File: config.mk
export PLATFORM = sky130hd
export DESIGN_NAME = shift_sequencer
export DESIGN_NICKNAME = d
export VERILOG_FILES = /design/src/rtl/shift_sequencer.sv
export SDC_FILE = /design/constraint.sdc
export NUM_CORES = 1
export LEC_CHECK = 0
export ABC_CLOCK_PERIOD_IN_PS = 3400
export CELL_PAD_IN_SITES_DETAIL_PLACEMENT = 0
export CELL_PAD_IN_SITES_GLOBAL_PLACEMENT = 1
export CORE_UTILIZATION = 26
export DETAILED_ROUTE_END_ITERATION = 12
export PLACE_DENSITY_LB_ADDON = 0.1
export RECOVER_POWER = 50
export REMOVE_ABC_BUFFERS = 1
export SYNTH_ARGS = -nofsm -noshare
export SYNTH_HDL_FRONTEND = slang
export SYNTH_SLANG_ARGS = --single-unit
File: constraint.sdc
create_clock -name clk -period 3.4 [get_ports clk]
set_input_delay 1.02 -clock clk [delete_from_list [all_inputs] [get_ports clk]]
set_output_delay 1.02 -clock clk [all_outputs]
set_load 0.05 [all_outputs]
File: src/rtl/shift_sequencer.sv
// Multi-cycle ARM operand-2 shifter: decodes Src2, resolves the shift amount and
// applies it STEP bits per cycle, with a start/busy/done handshake.
module shift_sequencer #(
  parameter int unsigned STEP = 4
) (
  input  logic        clk,
  input  logic        rst_n,
  input  logic        start,
  input  logic [31:0] RD2,
  input  logic [31:0] Rs,
  input  logic [11:0] Src2,
  input  logic        carry_in,
  output logic        busy,
  output logic        done,
  output logic [31:0] Shifted,
  output logic        carry_out
);

  typedef enum logic [1:0] {StIdle, StShift, StDone} state_e;

  localparam logic [5:0] StepW = 6'(STEP);

  state_e      state_q, state_d;
  logic [31:0] work_q, work_d;
  logic        carry_q, carry_d;
  logic [1:0]  type_q, type_d;
  logic        rrx_q, rrx_d;
  logic [5:0]  remain_q, remain_d;

  logic [4:0]  shamt;
  logic [7:0]  amt;
  logic [1:0]  ty;
  logic [5:0]  n_c;
  logic        rrx_c;
  logic [5:0]  m_c;
  logic [31:0] step_w;
  logic        step_c;
  logic        unused_bits;

  assign shamt       = Src2[11:7];
  assign ty          = Src2[6:5];
  assign amt         = Rs[7:0];
  assign unused_bits = ^{Rs[31:8], Src2[3:0]};

  // Effective amount N; RRX is carried as a one-step special case.
  always_comb begin
    n_c   = '0;
    rrx_c = 1'b0;
    if (!Src2[4]) begin
      unique case (ty)
        2'b00:        n_c = {1'b0, shamt};
        2'b01, 2'b10: n_c = (shamt == 5'd0) ? 6'd32 : {1'b0, shamt};
        default: begin
          if (shamt == 5'd0) begin
            rrx_c = 1'b1;
            n_c   = 6'd1;
          end else begin
            n_c = {1'b0, shamt};
          end
        end
      endcase
    end else if (amt != 8'd0) begin
      unique case (ty)
        2'b00, 2'b01: n_c = (amt > 8'd33) ? 6'd33 : amt[5:0];
        2'b10:        n_c = (amt > 8'd32) ? 6'd32 : amt[5:0];
        default:      n_c = (amt[4:0] == 5'd0) ? 6'd32 : {1'b0, amt[4:0]};
      endcase
    end
  end

  // One SHIFT cycle: m single-bit steps, carry tracks the last bit out.
  always_comb begin
    m_c    = (remain_q < StepW) ? remain_q : StepW;
    step_w = work_q;
    step_c = carry_q;
    if (rrx_q) begin
      step_w = {carry_q, work_q[31:1]};
      step_c = work_q[0];
    end else begin
      for (int unsigned i = 0; i < STEP; i++) begin
        if (6'(i) < m_c) begin
          unique case (type_q)
            2'b00: begin step_c = step_w[31]; step_w = {step_w[30:0], 1'b0};       end
            2'b01: begin step_c = step_w[0];  step_w = {1'b0, step_w[31:1]};       end
            2'b10: begin step_c = step_w[0];  step_w = {step_w[31], step_w[31:1]}; end
            default: begin step_c = step_w[0]; step_w = {step_w[0], step_w[31:1]}; end
          endcase
        end
      end
    end
  end

  always_comb begin
    state_d  = state_q;
    work_d   = work_q;
    carry_d  = carry_q;
    type_d   = type_q;
    rrx_d    = rrx_q;
    remain_d = remain_q;
    unique case (state_q)
      StIdle: begin
        if (start) begin
          work_d   = RD2;
          carry_d  = carry_in;
          type_d   = ty;
          rrx_d    = rrx_c;
          remain_d = n_c;
          state_d  = (n_c == 6'd0) ? StDone : StShift;
        end
      end
      StShift: begin
        work_d   = step_w;
        carry_d  = step_c;
        remain_d = remain_q - m_c;
        if (remain_q == m_c) state_d = StDone;
      end
      StDone:  state_d = StIdle;
      default: state_d = StIdle;
    endcase
  end

  always_ff @(posedge clk or negedge rst_n) begin
    if (!rst_n) begin
      state_q  <= StIdle;
      work_q   <= '0;
      carry_q  <= 1'b0;
      type_q   <= 2'b00;
      rrx_q    <= 1'b0;
      remain_q <= '0;
    end else begin
      state_q  <= state_d;
      work_q   <= work_d;
      carry_q  <= carry_d;
      type_q   <= type_d;
      rrx_q    <= rrx_d;
      remain_q <= remain_d;
    end
  end

  assign busy      = (state_q != StIdle);
  assign done      = (state_q == StDone);
  assign Shifted   = work_q;
  assign carry_out = carry_q;

endmodule

==> results of run 1 <==
## cells in the final DEF (no fill, tap or decap), drive strengths merged, types with 5 or more instances in the layout
master	instances
or4	5
ha	5
inv	11
or3	10
o221ai	8
a211oi	9
buf	57
dlygate4sd3	9
o31ai	5
a21oi	65
dfrtp	44
mux2i	8
a31oi	25
or3b	6
o211ai	17
o22ai	16
nor3	34
a221oi	12
clkbuf	10
nand2	79
a21boi	5
a311oi	8
o21ai	82
nor3b	16
a211o	13
nor4	6
nand4	8
nor2	71
clkdlybuf4s50	75
or2	6
and3	16
nand3	25
o21a	9
nor2b	5
## flip-flops by register name (all words and copies together) (netlist names)
signal and count:
rrx_q 1, state_q 2, remain_q 6, carry_out 1, Shifted 32, type_q 2
## metal layers
layer | GRT usage | vias up | wire length, µm
met4 | 0.0917 | 0 | 810
met5 | 0 | - | 0
li1 | - | 3132 | -
met2 | 0.406 | 347 | 12400
met3 | 0.0316 | 54 | 1700
met1 | 0.346 | 3384 | 12200
## cell usage after synthesis, drive strengths merged (8+ instances only)
cell type and n:
a211o 13, a211oi 9, a21oi 65, a221oi 12
a311oi 8, a31oi 25, and3 16, buf 23
clkbuf 65, dfrtp 44, inv 11, mux2i 8
nand2 79, nand3 25, nand4 8, nor2 71
nor3 34, nor3b 16, o211ai 17, o21a 9
o21ai 82, o221ai 8, o22ai 16, or3 10
## report_power, final
part / internal, mW / leakage, nW / total (mW) / switching (mW)
clock network: 0.310 / 0.0760 / 0.548 / 0.238
registers: 0.786 / 0.528 / 1.45 / 0.659
logic: 2.43 / 1.99 / 6.75 / 4.32
total: 3.53 / 2.60 / 8.74 / 5.22
## final cells by class
cell class / count / area [µm²]
inverter: 12 / 45.0
multi-input combinational: 642 / 3890
timing repair buffer: 144 / 1330
sequential: 44 / 1100
tap: 270 / 338
clock buffer: 7 / 153
fill: 2241 / 13400
## final timing paths
| path | from | endpoint | cells after the start |
|---|---|---|---|
| min | remain_q[5] | remain_q[5] | 2 |
| min reg2reg | remain_q[5] | remain_q[5] | 2 |
| max in group asynchronous | rst_n | Shifted[29] | 2 |
| max | Src2[5] | remain_q[3] | 9 |
| min in group asynchronous | rst_n | Shifted[12] | 2 |
| max reg2reg | type_q[1] | Shifted[7] | 8 |
## critical path, stage by stage
cell,delay [ns]
clkdlybuf4s50_1,0.50
inv_1,0.09
ha_1,0.21
nor2_1,0.18
and3b_1,0.20
a311oi_1,0.32
nor2_1,0.14
a22o_1,0.26
o41a_1,0.30
## per-stage QoR
step           instances  setup TNS [ns]
2_1_floorplan        698          -15.67
3_3_place_gp        1112               0
3_5_place_dp        1112               0
4_1_cts             1119               0
5_1_grt             1119               0
6_report            1119               0
## cells by family (layout without fill, tap and decap cells)
kind of cell / count (synthesis) / count (layout)
fa+ha+maj: 5 / 5
simple gates: 303 / 303
buf+inv: 100 / 163
compound gates: 322 / 322
other cells: 1 / 1
mux: 11 / 11
flops: 44 / 44
==> impl_metrics.toml, run 1 <==
[status]
status = "completed"

[timing]
report.final.slew_viol_count = 0
tightest_slew_ns = 1.32
fmax_ghz = 0.328
finClkSkew_ns = 0.00926
holdWs_ns = 0.665
rsz0062_at_grt = "no"
hold_violations = 0
finalWorstSetupSlack_ns = 0.348
period_share = 0.898
min_period_ns = 3.05
setup_viol = 0
max_slew_margin = 0.117

[clock_network]
clk_pin_slew_ns = 0.06
cts_tree = "done"
h-tree-depth = 2
cts.sinks = 44
clk_path_buf_depth = 2
cts_buffers = 5
clock_latency_ns = 0.30
cts_hold_buffers = 0
cts-resized-gates = 0
cts_root_buf = "clkbuf_16"
post_cts_buffers = 0

[logic_synthesis]
synth-edff-count = 0
synthArstFlopShare = 1.00
synthTopCellsByArea = "dfrtp_1 20%, o21ai_0 7.4%, a21oi_1 6.0%"
syn_inst = 786
synth.area.mux_share = 0.0231
synth_top_area_cell = "dfrtp_1"
synth_compound_area_frac = 0.395
synth_area_per_cell_um2 = 6.88
synth-seq-area-share = 0.204
synth-main-ff-cell = "dfrtp_1"
syn_area_um2 = 5410
synth_top_area_frac = 0.204
yosysWarningCount = 0
synth-simple-area-share = 0.287
synth_cell_types = 73
synth-xor-area-share = 0
synth_top_family_by_area = "compound AO/OA/AOI/OAI gates"
ys_seq_elements = 44
synth_fa_ha_area_frac = 0.0116

[cells_and_area]
layout.nets = 934
final_core_util = 0.338
area_growth_pct = 26.8
antenna_cells = 0
layout-drive-gt1-share = 0.112
fin_area_um2 = 6850

[floorplan]
coreArea_um2 = 20300
ioPinCount = 115
dieArea_um2 = 21400
die_h_um = 146
start_util = 0.266
die_w_um = 146
rows = 52

[detailed_routing]
drc = 0
ant_nets = 0
drt_iter0_drc = 815
dr_total_vias = 6917
wl_um = 27100
wl_per_cell_um = 24.2
avgViaCountPerCell = 6.18
drtPass1Iterations = 6

[global_routing]
globalRouteTotalUtil = 0.253
overflow = 0
antenna_found_initial = 0
grt_first_pass_wirelength_um = 42100
first_global_vias = 6840
grt_max_degree = 45

[pwr]
ir_drop_mv = 0.389
fin_total_pwr_mw = 8.74
p_per_area_nw_per_um2 = 1280
p_leak_nw = 2.60

[placement]
io_buffers = 86
place.gp.congestion = 0.942
hpwl_um = 18700
pre_cts_slack_ns = 0.0162
placed_cell_area_um2 = 6710

[hold_path]
min_path_type = "reg -> reg"

[setup_path]
cp-start-kind = "primary input"
worstPathRequired_ns = 3.58
reg2reg_slack_ns = 0.39
critPathKind = "in -> reg"
critical_path_arrival_ns = 3.23
crit_fanout = 4
endpoint_kind = "register"

[flow_run]
drv_cap = 0
Note: power is estimated with default switching activity, not from simulation.
==> inputs of run 2 (changes only) <==
--- a/config.mk
+++ b/config.mk
@@ -5,12 +5,13 @@
 export SDC_FILE = /design/constraint.sdc
 export NUM_CORES = 1
 export LEC_CHECK = 0
+export ABC_AREA = 1
 export ABC_CLOCK_PERIOD_IN_PS = 3400
 export CELL_PAD_IN_SITES_DETAIL_PLACEMENT = 0
 export CELL_PAD_IN_SITES_GLOBAL_PLACEMENT = 1
 export CORE_UTILIZATION = 26
 export DETAILED_ROUTE_END_ITERATION = 12
-export PLACE_DENSITY_LB_ADDON = 0.1
+export PLACE_DENSITY = 0.66
 export RECOVER_POWER = 50
 export REMOVE_ABC_BUFFERS = 1
 export SYNTH_ARGS = -nofsm -noshare
==> run 2 against run 1 <==
Net effect:
- the flow now finishes with violations (capacitance limit, slew limit)
- final cell count rose by 23%
- design area rose by 1.7%
- register-to-register slack improved by 0.05 ns
- clock-buffer cell count fell by 1
- first-iteration DRC count fell by 20%
- die area rose by 4.4%
- area after synthesis rose by 4.5%
- routed wire length fell by 18%
- fmax rose by 3.1%
- critical path type is now reg -> reg
- largest cell class unchanged
==> impl_metrics.toml, run 2 <==
[setup_path]
crit_family = "simple AND/OR/NAND/NOR gates"
max_stage_delay_ns = 0.72
crit_fanout = 34
worstPathRequired_ns = 3.64
worst-path-buf-inv = 3
crit_path_top_delay_cell = "nor2_1"
crit_chain = "nor2_1 -> nand2_1 -> inv_2 -> buf_4 -> nor2_1 -> clkbuf_1 -> nand4_1 -> nand2_1 -> o21ai_0 -> a21oi_1"
worst_r2r_startpoint = "remain_q[4]"
reg2reg_slack_ns = 0.44
endpoint_kind = "register"
cp-start-kind = "register"
crit_cells = 10
r2r-end = "Shifted[19]"
critical_path_arrival_ns = 3.20
critPathKind = "reg -> reg"
r2r_cells = 10

[detailed_routing]
dr_total_vias = 7184
wl_um = 22200
avgViaCountPerCell = 5.21
ant_nets = 0
drc = 0
drtPass1Iterations = 5
drt_iter0_drc = 656
wl_per_cell_um = 16.1

[hold_path]
min_path_type = "reg -> reg"
hold_start = "remain_q[5]"
holdPathEnd = "remain_q[5]"
whs_path_depth = 2

[timing]
fmax_ghz = 0.338
min_period_ns = 2.96
rsz0062_at_grt = "no"
final.setup.tns_ns = 0
holdWs_ns = 0.537
report.final.slew_viol_count = 45
max_slew_margin = -0.478
setup_viol = 0
hold_violations = 0
finClkSkew_ns = 0.00805
tightest_slew_ns = 2.21
period_share = 0.870

[cells_and_area]
layout-drive-gt1-share = 0.0499
final_core_util = 0.329
largest_reg_flops = 32
final_common_cell = "nand2_1"
antenna_cells = 0
final_cell_mix = "348 x nand2_1, 172 x nand3_1, 100 x nor2_1, 77 x a21oi_1, 73 x clkdlybuf4s50_1"
layout.nets = 1187
fin_area_um2 = 6970
area_growth_pct = 23.4

[floorplan]
ioPinCount = 115
start_util = 0.267
dieArea_um2 = 22300
die_h_um = 149
rows = 53
coreArea_um2 = 21200
die_w_um = 149

[logic_synthesis]
synth_area_per_cell_um2 = 5.45
synth_top_area_frac = 0.231
synth.top_cells.by_count = "348 x nand2_1, 172 x nand3_1, 101 x nor2_1, 77 x a21oi_1, 58 x nand4_1"
synth-main-ff-cell = "dfrtp_1"
ys_seq_elements = 44
yosysWarningCount = 0
synthMostInstantiatedCell = "nand2_1"
synth-seq-area-share = 0.195
synthTopCellsByArea = "nand2_1 23%, dfrtp_1 19%, nand3_1 15%"
synth_cell_types = 34
synthArstFlopShare = 1.00
syn_inst = 1036
synth_top_area_cell = "nand2_1"
synth-edff-count = 0
syn_area_um2 = 5650

[clock_network]
cts_tree = "done"
post_cts_buffers = 0
cts.sinks = 44
clk_pin_slew_ns = 0.07
clock_latency_ns = 0.31
cts_root_buf = "clkbuf_16"
h-tree-depth = 2
cts_buffers = 5
cts_hold_buffers = 0
clk_path_buf_depth = 2
cts-resized-gates = 0

[global_routing]
globalRouteTotalUtil = 0.206
first_global_vias = 6826
overflow = 0
antenna_found_initial = 0
grt_max_degree = 46
grt_first_pass_wirelength_um = 36400

[flow_run]
drv_cap = 1

[placement]
place.gp.congestion = 0.842
hpwl_um = 15800
io_buffers = 86
placed_cell_area_um2 = 6810

[status]
status = "finished with violations"
violations = "capacitance limit, slew limit"
==> run 2: cell types whose count changed after synthesis, moves of 21 or more <==
cell	previous run	this run
nor2_1	69	101
clkbuf_1	65	25
nor3_1	33	7
o21ai_0	80	57
nand4_1	8	58
inv_1	11	52
nand2_1	79	348
a31oi_1	25	4
nand3_1	25	172
==> run 2: logic make-up (layout without fill, tap and decap cells) <==
| group | after synthesis | in the layout | share of synthesized area |
|---|---|---|---|
| flip-flops | 44 | 44 | 0.195 |
| AND/OR/NAND/NOR | 693 | 693 | 0.534 |
| other | 1 | 1 | 0.000664 |
| buffers and inverters | 123 | 190 | 0.0979 |
| AO/OA/AOI/OAI | 170 | 170 | 0.162 |
| adder cells (fa/ha/maj) | 5 | 5 | 0.0111 |
==> run 2: how the worst max path moves through the flow <==
stage	start	endpoint	slack [ns]
global placement	Src2[5]	state_q[0]	0.30
floorplan	start	Shifted[6]	-0.10
CTS	Src2[5]	state_q[0]	0.59
global route	remain_q[4]	Shifted[23]	0.22
detailed placement	Src2[5]	state_q[0]	0.26
finish	remain_q[4]	Shifted[19]	0.44
==> run 2: worst register-to-register path: stages, from the launching register on <==
cell,delay (ns)
dfrtp_1,0.41
nor2_1,0.10
nand2_1,0.11
inv_2,0.05
buf_4,0.26
nor2_1,0.74
clkbuf_1,0.70
nand4_1,0.18
nand2_1,0.14
o21ai_0,0.10
a21oi_1,0.12
==> run 2: routing by layer <==
metal | global-route usage | vias up | share of wire
li1 | - | 3635 | -
met1 | 0.292 | 3327 | 0.49
met2 | 0.342 | 210 | 0.46
met3 | 0.0162 | 12 | 0.045
met4 | 0.0347 | 0 | 0.0077
met5 | 0 | - | 0
==> run 2: layout make-up <==
type                            instances  area (µm²)
Timing Repair Buffer                  119        1110
Multi-Input combinational cell        869        4000
Clock inverter                          2        38.8
Fill cell                            2429       14200
Sequential cell                        44        1100
Inverter                               63         236
Clock buffer                            6         139
Tap cell                              275         344
==> run 2: metrics by stage <==
stage	std cells	worst slack (ns)
floorplan	976	-0.102
global placement	1370	0.297
detailed placement	1370	0.262
CTS	1378	0.587
global route	1378	0.218
finish	1378	0.440
Power of run 2 is left out: the tool's default activity adds up to more than one toggle a clock period on the data nets, which glitch-free logic cannot reach.
